==> config.mk <==
export PLATFORM = sky130hd
export DESIGN_NAME = gcd_arbiter
export DESIGN_NICKNAME = d
export VERILOG_FILES = /design/src/rtl/gcd_arb_pkg.sv /design/src/rtl/gcd_rr_arbiter.sv /design/src/rtl/gcd_arbiter.sv
export SDC_FILE = /design/constraint.sdc
export NUM_CORES = 1
export LEC_CHECK = 0
export BUFFER_PORTS_ARGS = -buffer_cell sky130_fd_sc_hd__buf_2
export CAP_MARGIN = 20
export CORE_AREA = 2 2 158 160
export CTS_BUF_LIST = sky130_fd_sc_hd__clkbuf_16
export DETAILED_ROUTE_END_ITERATION = 16
export DIE_AREA = 0 0 160 162
export PLACE_DENSITY_LB_ADDON = 0.3
export SLEW_MARGIN = 20
export SYNTH_ARGS = -nofsm -noshare
export SYNTH_HDL_FRONTEND = slang
export SYNTH_HIERARCHICAL = 1
export SYNTH_SLANG_ARGS = --single-unit
export TNS_END_PERCENT = 100
==> constraint.sdc <==
create_clock -name sys_clk -period 2.9 [get_ports sys_clk]
set_clock_uncertainty 0.15 [all_clocks]
set_input_delay 0.58 -clock sys_clk [delete_from_list [all_inputs] [get_ports sys_clk]]
set_output_delay 0.58 -clock sys_clk [all_outputs]
set_load 0.01 [all_outputs]
==> src/rtl/gcd_arb_pkg.sv <==
// rtl/gcd_arb_pkg.sv - shared constants and FSM state type for the gcd arbiter
package gcd_arb_pkg;

  localparam int NUM_REQ_DEF = 4;
  localparam int DATA_W_DEF  = 32;

  typedef enum logic [1:0] {
    ST_IDLE  = 2'd0,
    ST_ISSUE = 2'd1,
    ST_WAIT  = 2'd2,
    ST_RESP  = 2'd3
  } state_t;

endpackage

==> src/rtl/gcd_rr_arbiter.sv <==
// rtl/gcd_rr_arbiter.sv - combinational round-robin pick: lowest requesting index at or after i_rr_ptr
module gcd_rr_arbiter
  import gcd_arb_pkg::*;
#(
  parameter int NUM_REQ = NUM_REQ_DEF,
  parameter int IDX_W   = $clog2(NUM_REQ)
) (
  input  logic [NUM_REQ-1:0] i_req,
  input  logic [IDX_W-1:0]   i_rr_ptr,
  output logic               o_valid,
  output logic [IDX_W-1:0]   o_grant
);

  localparam int SUM_W = IDX_W + 1;

  logic [SUM_W-1:0] w_idx;

  // Walk offsets from farthest to nearest so the nearest requester is written last and wins.
  always_comb begin
    o_valid = 1'b0;
    o_grant = '0;
    w_idx   = '0;
    for (int i = NUM_REQ - 1; i >= 0; i--) begin
      w_idx = {1'b0, i_rr_ptr} + SUM_W'(i);
      if (w_idx >= SUM_W'(NUM_REQ)) begin
        w_idx = w_idx - SUM_W'(NUM_REQ);
      end
      if (i_req[w_idx[IDX_W-1:0]]) begin
        o_valid = 1'b1;
        o_grant = w_idx[IDX_W-1:0];
      end
    end
  end

endmodule

==> src/rtl/gcd_arbiter.sv <==
// rtl/gcd_arbiter.sv - shares one gcd core among NUM_REQ requesters, one transaction in flight
// Optional macro GCD_ARB_ZERO_BYPASS_EN: zero-operand requests are answered (a|b) without the core.
module gcd_arbiter
  import gcd_arb_pkg::*;
#(
  parameter int NUM_REQ = NUM_REQ_DEF,
  parameter int DATA_W  = DATA_W_DEF
) (
  input  logic                        sys_clk,
  input  logic                        sys_rst,
  input  logic [NUM_REQ-1:0]          req_valid,
  input  logic [NUM_REQ*DATA_W-1:0]   req_a,
  input  logic [NUM_REQ*DATA_W-1:0]   req_b,
  output logic [NUM_REQ-1:0]          req_ready,
  output logic [NUM_REQ-1:0]          rsp_valid,
  output logic [DATA_W-1:0]           rsp_data,
  input  logic [NUM_REQ-1:0]          rsp_ready,
  output logic                        core_start,
  output logic [DATA_W-1:0]           core_a,
  output logic [DATA_W-1:0]           core_b,
  input  logic                        core_idle,
  input  logic                        core_done,
  input  logic [DATA_W-1:0]           core_result,
  output logic                        busy,
  output logic [$clog2(NUM_REQ)-1:0]  grant_id
);

  localparam int IDX_W = $clog2(NUM_REQ);

  state_t            r_state;
  state_t            w_next_state;
  logic [IDX_W-1:0]  r_rr_ptr;
  logic [IDX_W-1:0]  r_grant_id;
  logic [DATA_W-1:0] r_core_a;
  logic [DATA_W-1:0] r_core_b;
  logic [DATA_W-1:0] r_rsp_data;
  logic              w_arb_valid;
  logic [IDX_W-1:0]  w_arb_grant;
  logic [DATA_W-1:0] w_sel_a;
  logic [DATA_W-1:0] w_sel_b;
  logic              w_accept;
  logic              w_bypass;
  logic              w_rsp_fire;
  logic [IDX_W-1:0]  w_next_ptr;

  gcd_rr_arbiter #(
    .NUM_REQ (NUM_REQ),
    .IDX_W   (IDX_W)
  ) u_rr_arbiter (
    .i_req    (req_valid),
    .i_rr_ptr (r_rr_ptr),
    .o_valid  (w_arb_valid),
    .o_grant  (w_arb_grant)
  );

  always_comb begin
    w_sel_a = '0;
    w_sel_b = '0;
    for (int i = 0; i < NUM_REQ; i++) begin
      if (w_arb_grant == IDX_W'(i)) begin
        w_sel_a = req_a[i*DATA_W +: DATA_W];
        w_sel_b = req_b[i*DATA_W +: DATA_W];
      end
    end
  end

`ifdef GCD_ARB_ZERO_BYPASS_EN
  assign w_bypass = (w_sel_a == '0) || (w_sel_b == '0);
`else
  assign w_bypass = 1'b0;
`endif

  assign w_accept   = (r_state == ST_IDLE) && w_arb_valid;
  assign w_rsp_fire = (r_state == ST_RESP) && rsp_ready[r_grant_id];
  assign w_next_ptr = (r_grant_id == IDX_W'(NUM_REQ - 1)) ? '0 : r_grant_id + 1'b1;

  always_ff @(posedge sys_clk) begin
    if (sys_rst) begin
      r_state <= ST_IDLE;
    end else begin
      r_state <= w_next_state;
    end
  end

  // Combinational handshakes are forced low while reset is held.
  always_comb begin
    w_next_state = r_state;
    req_ready    = '0;
    rsp_valid    = '0;
    core_start   = 1'b0;
    case (r_state)
      ST_IDLE: begin
        if (w_arb_valid) begin
          req_ready[w_arb_grant] = 1'b1;
          w_next_state = w_bypass ? ST_RESP : ST_ISSUE;
        end
      end
      ST_ISSUE: begin
        if (core_idle) begin
          core_start   = 1'b1;
          w_next_state = ST_WAIT;
        end
      end
      ST_WAIT: begin
        if (core_done) begin
          w_next_state = ST_RESP;
        end
      end
      ST_RESP: begin
        rsp_valid[r_grant_id] = 1'b1;
        if (rsp_ready[r_grant_id]) begin
          w_next_state = ST_IDLE;
        end
      end
      default: w_next_state = ST_IDLE;
    endcase
    if (sys_rst) begin
      req_ready  = '0;
      rsp_valid  = '0;
      core_start = 1'b0;
    end
  end

  always_ff @(posedge sys_clk) begin
    if (sys_rst) begin
      r_rr_ptr   <= '0;
      r_grant_id <= '0;
      r_core_a   <= '0;
      r_core_b   <= '0;
      r_rsp_data <= '0;
    end else begin
      if (w_accept) begin
        r_grant_id <= w_arb_grant;
        r_core_a   <= w_sel_a;
        r_core_b   <= w_sel_b;
        if (w_bypass) begin
          r_rsp_data <= w_sel_a | w_sel_b;
        end
      end
      if ((r_state == ST_WAIT) && core_done) begin
        r_rsp_data <= core_result;
      end
      if (w_rsp_fire) begin
        r_rr_ptr <= w_next_ptr;
      end
    end
  end

  assign core_a   = r_core_a;
  assign core_b   = r_core_b;
  assign rsp_data = r_rsp_data;
  assign busy     = (r_state != ST_IDLE);
  assign grant_id = r_grant_id;

endmodule

==> reports/metrics.csv <==
stage,metric,value,unit
outcome,status,finished clean,
clock_tree,clk_pin_slew,0.07,ns
logic_synthesis,netlist_area,0.00544,mm²
sta,tightestPinTransition,0.767,ns
layout,layout_common_cells,"buf_2, nand2_1, dfxtp_1",
worst_setup_path,r2r_slack,0.58,ns
logic_synthesis,syn_nets,883,
detailed_routing,first_iter_violations,338,
clock_tree,cts_resized,0,
global_route,grt.total_usage,15.0,%
layout,fin_nets,1262,
global_route,use_met1,18.3,%
global_route,grt_util_met2,25.8,%
place,gp_congestion,0.819,
clock_tree,cts_buffers,9,
logic_synthesis,ys_types,34,
clock_tree,cts_setup_buffers,0,
global_route,grt_busiest_layer,met2,
worst_setup_path,arrival,2.00,ns
worst_setup_path,critPathRequiredTime,2.17,ns
sta,rsz0062_at_grt,false,
clock_tree,cts_tree,built,
worst_setup_path,cp_max_fo,25,
worst_hold_path,hold_path.class,reg2reg,
worst_hold_path,hold_start,core_a[18],
place,place_hpwl,15.9,mm
floorplanning,die_h,162,µm
floorplanning,core,0.0241,mm²
clock_tree,cts_hold_buf,0,
sta,maxClockFrequency,367,MHz
floorplanning,initial_core_util,22.6,%
sta,finalHoldViolations,0,
layout,layout-drive-gt1-share,52.5,%
logic_synthesis,ys_ff_latch,102,
clock_tree,clk_latency,0.35,ns
worst_setup_path,endpoint,req_ready[1],
layout,final_common_cell,buf_2,
global_route,grt_start_max_net_pins,68,
detailed_routing,post_drt_wl_per_cell,15.7,µm
pwr,p_leak,0.00375,µW
pwr,ir_drop,0.582,mV
run,max-cap-violations,0,
floorplanning,rows,57,
global_route,grt_pass1_wl,30.5,mm
floorplanning,dieWidth,160,µm
floorplanning,io-pin-count,408,
sta,final-max-slew-violation-count,0,
global_route,antenna_found_initial,2,
worst_setup_path,r2r-end,core_a[26],
detailed_routing,routed_wl,20.1,mm
clock_tree,htreeDepth,3,
logic_synthesis,yosysWarnings,6,
worst_setup_path,critPathLaunch,r_rr_ptr[1],
global_route,grt_pass1_vias,5603,
clock_tree,clk_path_buf_depth,2,
floorplanning,dieArea,0.0259,mm²
place,port_buffers,407,
layout,area_growth,48.6,%
clock_tree,ctsRootBufferMaster,clkbuf_16,
worst_setup_path,reg2reg_depth,7,
place,place_ws,0.234,ns
detailed_routing,ant_nets,0,
clock_tree,cts_sinks,102,
pwr,power.density,664,mW/mm²
global_route,use_met3,3.70,%
logic_synthesis,postSynthAreaPerCell,9.47,µm²
detailed_routing,viasPerCell,4.47,
sta,max_slew_margin,48.8,%
logic_synthesis,synth_seq_area_share,37.5,%
detailed_routing,drc,0,
sta,totalNegativeSetupSlack,0,ns
worst_setup_path,setup.worst_path.class,reg2out,
sta,worst_slack,0.174,ns
sta,fin_crit_sh,94.0,%
detailed_routing,via_count,5742,
worst_setup_path,start_kind,flip-flop,
detailed_routing,dr.pass1.iters,4,
worst_setup_path,rr_startpoint,r_rr_ptr[1],
logic_synthesis,syn_inst,575,
sta,min_period,2.73,ns
sta,setup_viol,0,
global_route,overflow,0,
worst_setup_path,endpoint_kind,primary output,
[report_power, final]
group | leakage [µW] | internal [µW] | switching [µW]
clock network | 0.000150 | 686 | 592
registers | 0.000836 | 1750 | 186
logic | 0.00276 | 917 | 1240
[kinds of logic after synthesis]
kind of cell,Yosys count,share of synthesized area (%)
muxes,69,27.7
and+or+nand+nor,230,17.1
DFF,102,37.5
buffers and inverters,58,5.45
AOI/OAI and AO/OA,108,10.4
adders and majority gates,8,1.84
[state kept, by name (all words and copies together) (netlist names)]
register,flops
core_a,32
rsp_data,32
r_state,2
r_rr_ptr,2
grant_id,2
core_b,32
[critical path: stages, from the launching register on]
cell and delay [ns]:
dfxtp_1 0.43, nand2b_1 0.13, a21oi_1 0.10, a211oi_4 0.30, buf_12 0.26, nor4b_1 0.24, buf_2 0.18
[routing by layer]
metal  wire [µm]  vias to the layer above
met4         436                        0
li1            -                     2779
met2        9750                      262
met3        1450                       20
met1        8470                     2681
met5           0                        -
[stage by stage]
step | instances | utilization (%) | area, µm² | hold slack [ns] | power (µW)
finish | 1284 | 33.5 | 8090 | 0.302 | 5370
global route | 1284 | 33.5 | 8090 | 0.297 | 5780
CTS | 1282 | 33.5 | 8080 | 0.293 | 5490
detailed placement | 1267 | 32.3 | 7780 | 0.293 | 4170
global placement | 1267 | 32.3 | 7780 | 0.289 | 4150
floorplan | 575 | - | 5440 | 0.316 | 3240
[synth_stat cells, drive strengths merged]
library cell	instances	area [µm²]
or3	1	6.26
nor4b	2	17.5
clkbuf	25	93.8
and3	2	12.5
a311oi	1	8.76
nor3	1	5.00
nand4	1	6.26
nand2b	3	18.8
nor3b	2	15.0
nor2	5	18.8
mux2i	4	40.0
o221ai	1	8.76
nand3	2	10.0
a211oi	2	20.0
nor2b	1	6.26
ha	8	100
o31ai	1	7.51
a21oi	101	505
nor4	1	6.26
and4b	1	10.0
and2	6	37.5
mux4	65	1470
inv	7	26.3
o221a	1	11.3
a31oi	1	6.26
dfxtp	102	2040
buf	26	176
nand2	202	758
[worst min path at each step]
stage                   endpoint  slack [ns]  depth (start not counted)
floorplan            r_rr_ptr[0]        0.32                          2
global placement       core_a[8]        0.29                          2
detailed placement    core_b[21]        0.29                          2
CTS                 rsp_data[26]        0.29                          3
global route        rsp_data[26]        0.30                          3
finish                core_a[18]        0.30                          2
[cell type report]
cell class	count	area, µm²
multi-input combinational	415	3120
clock inverter	6	78.8
timing repair buffer	419	2180
tap	324	405
clock buffer	9	225
antenna	2	5.00
fill	2589	16000
inverter	7	26.3
sequential	102	2040
Power figures use the tool's default switching activity.
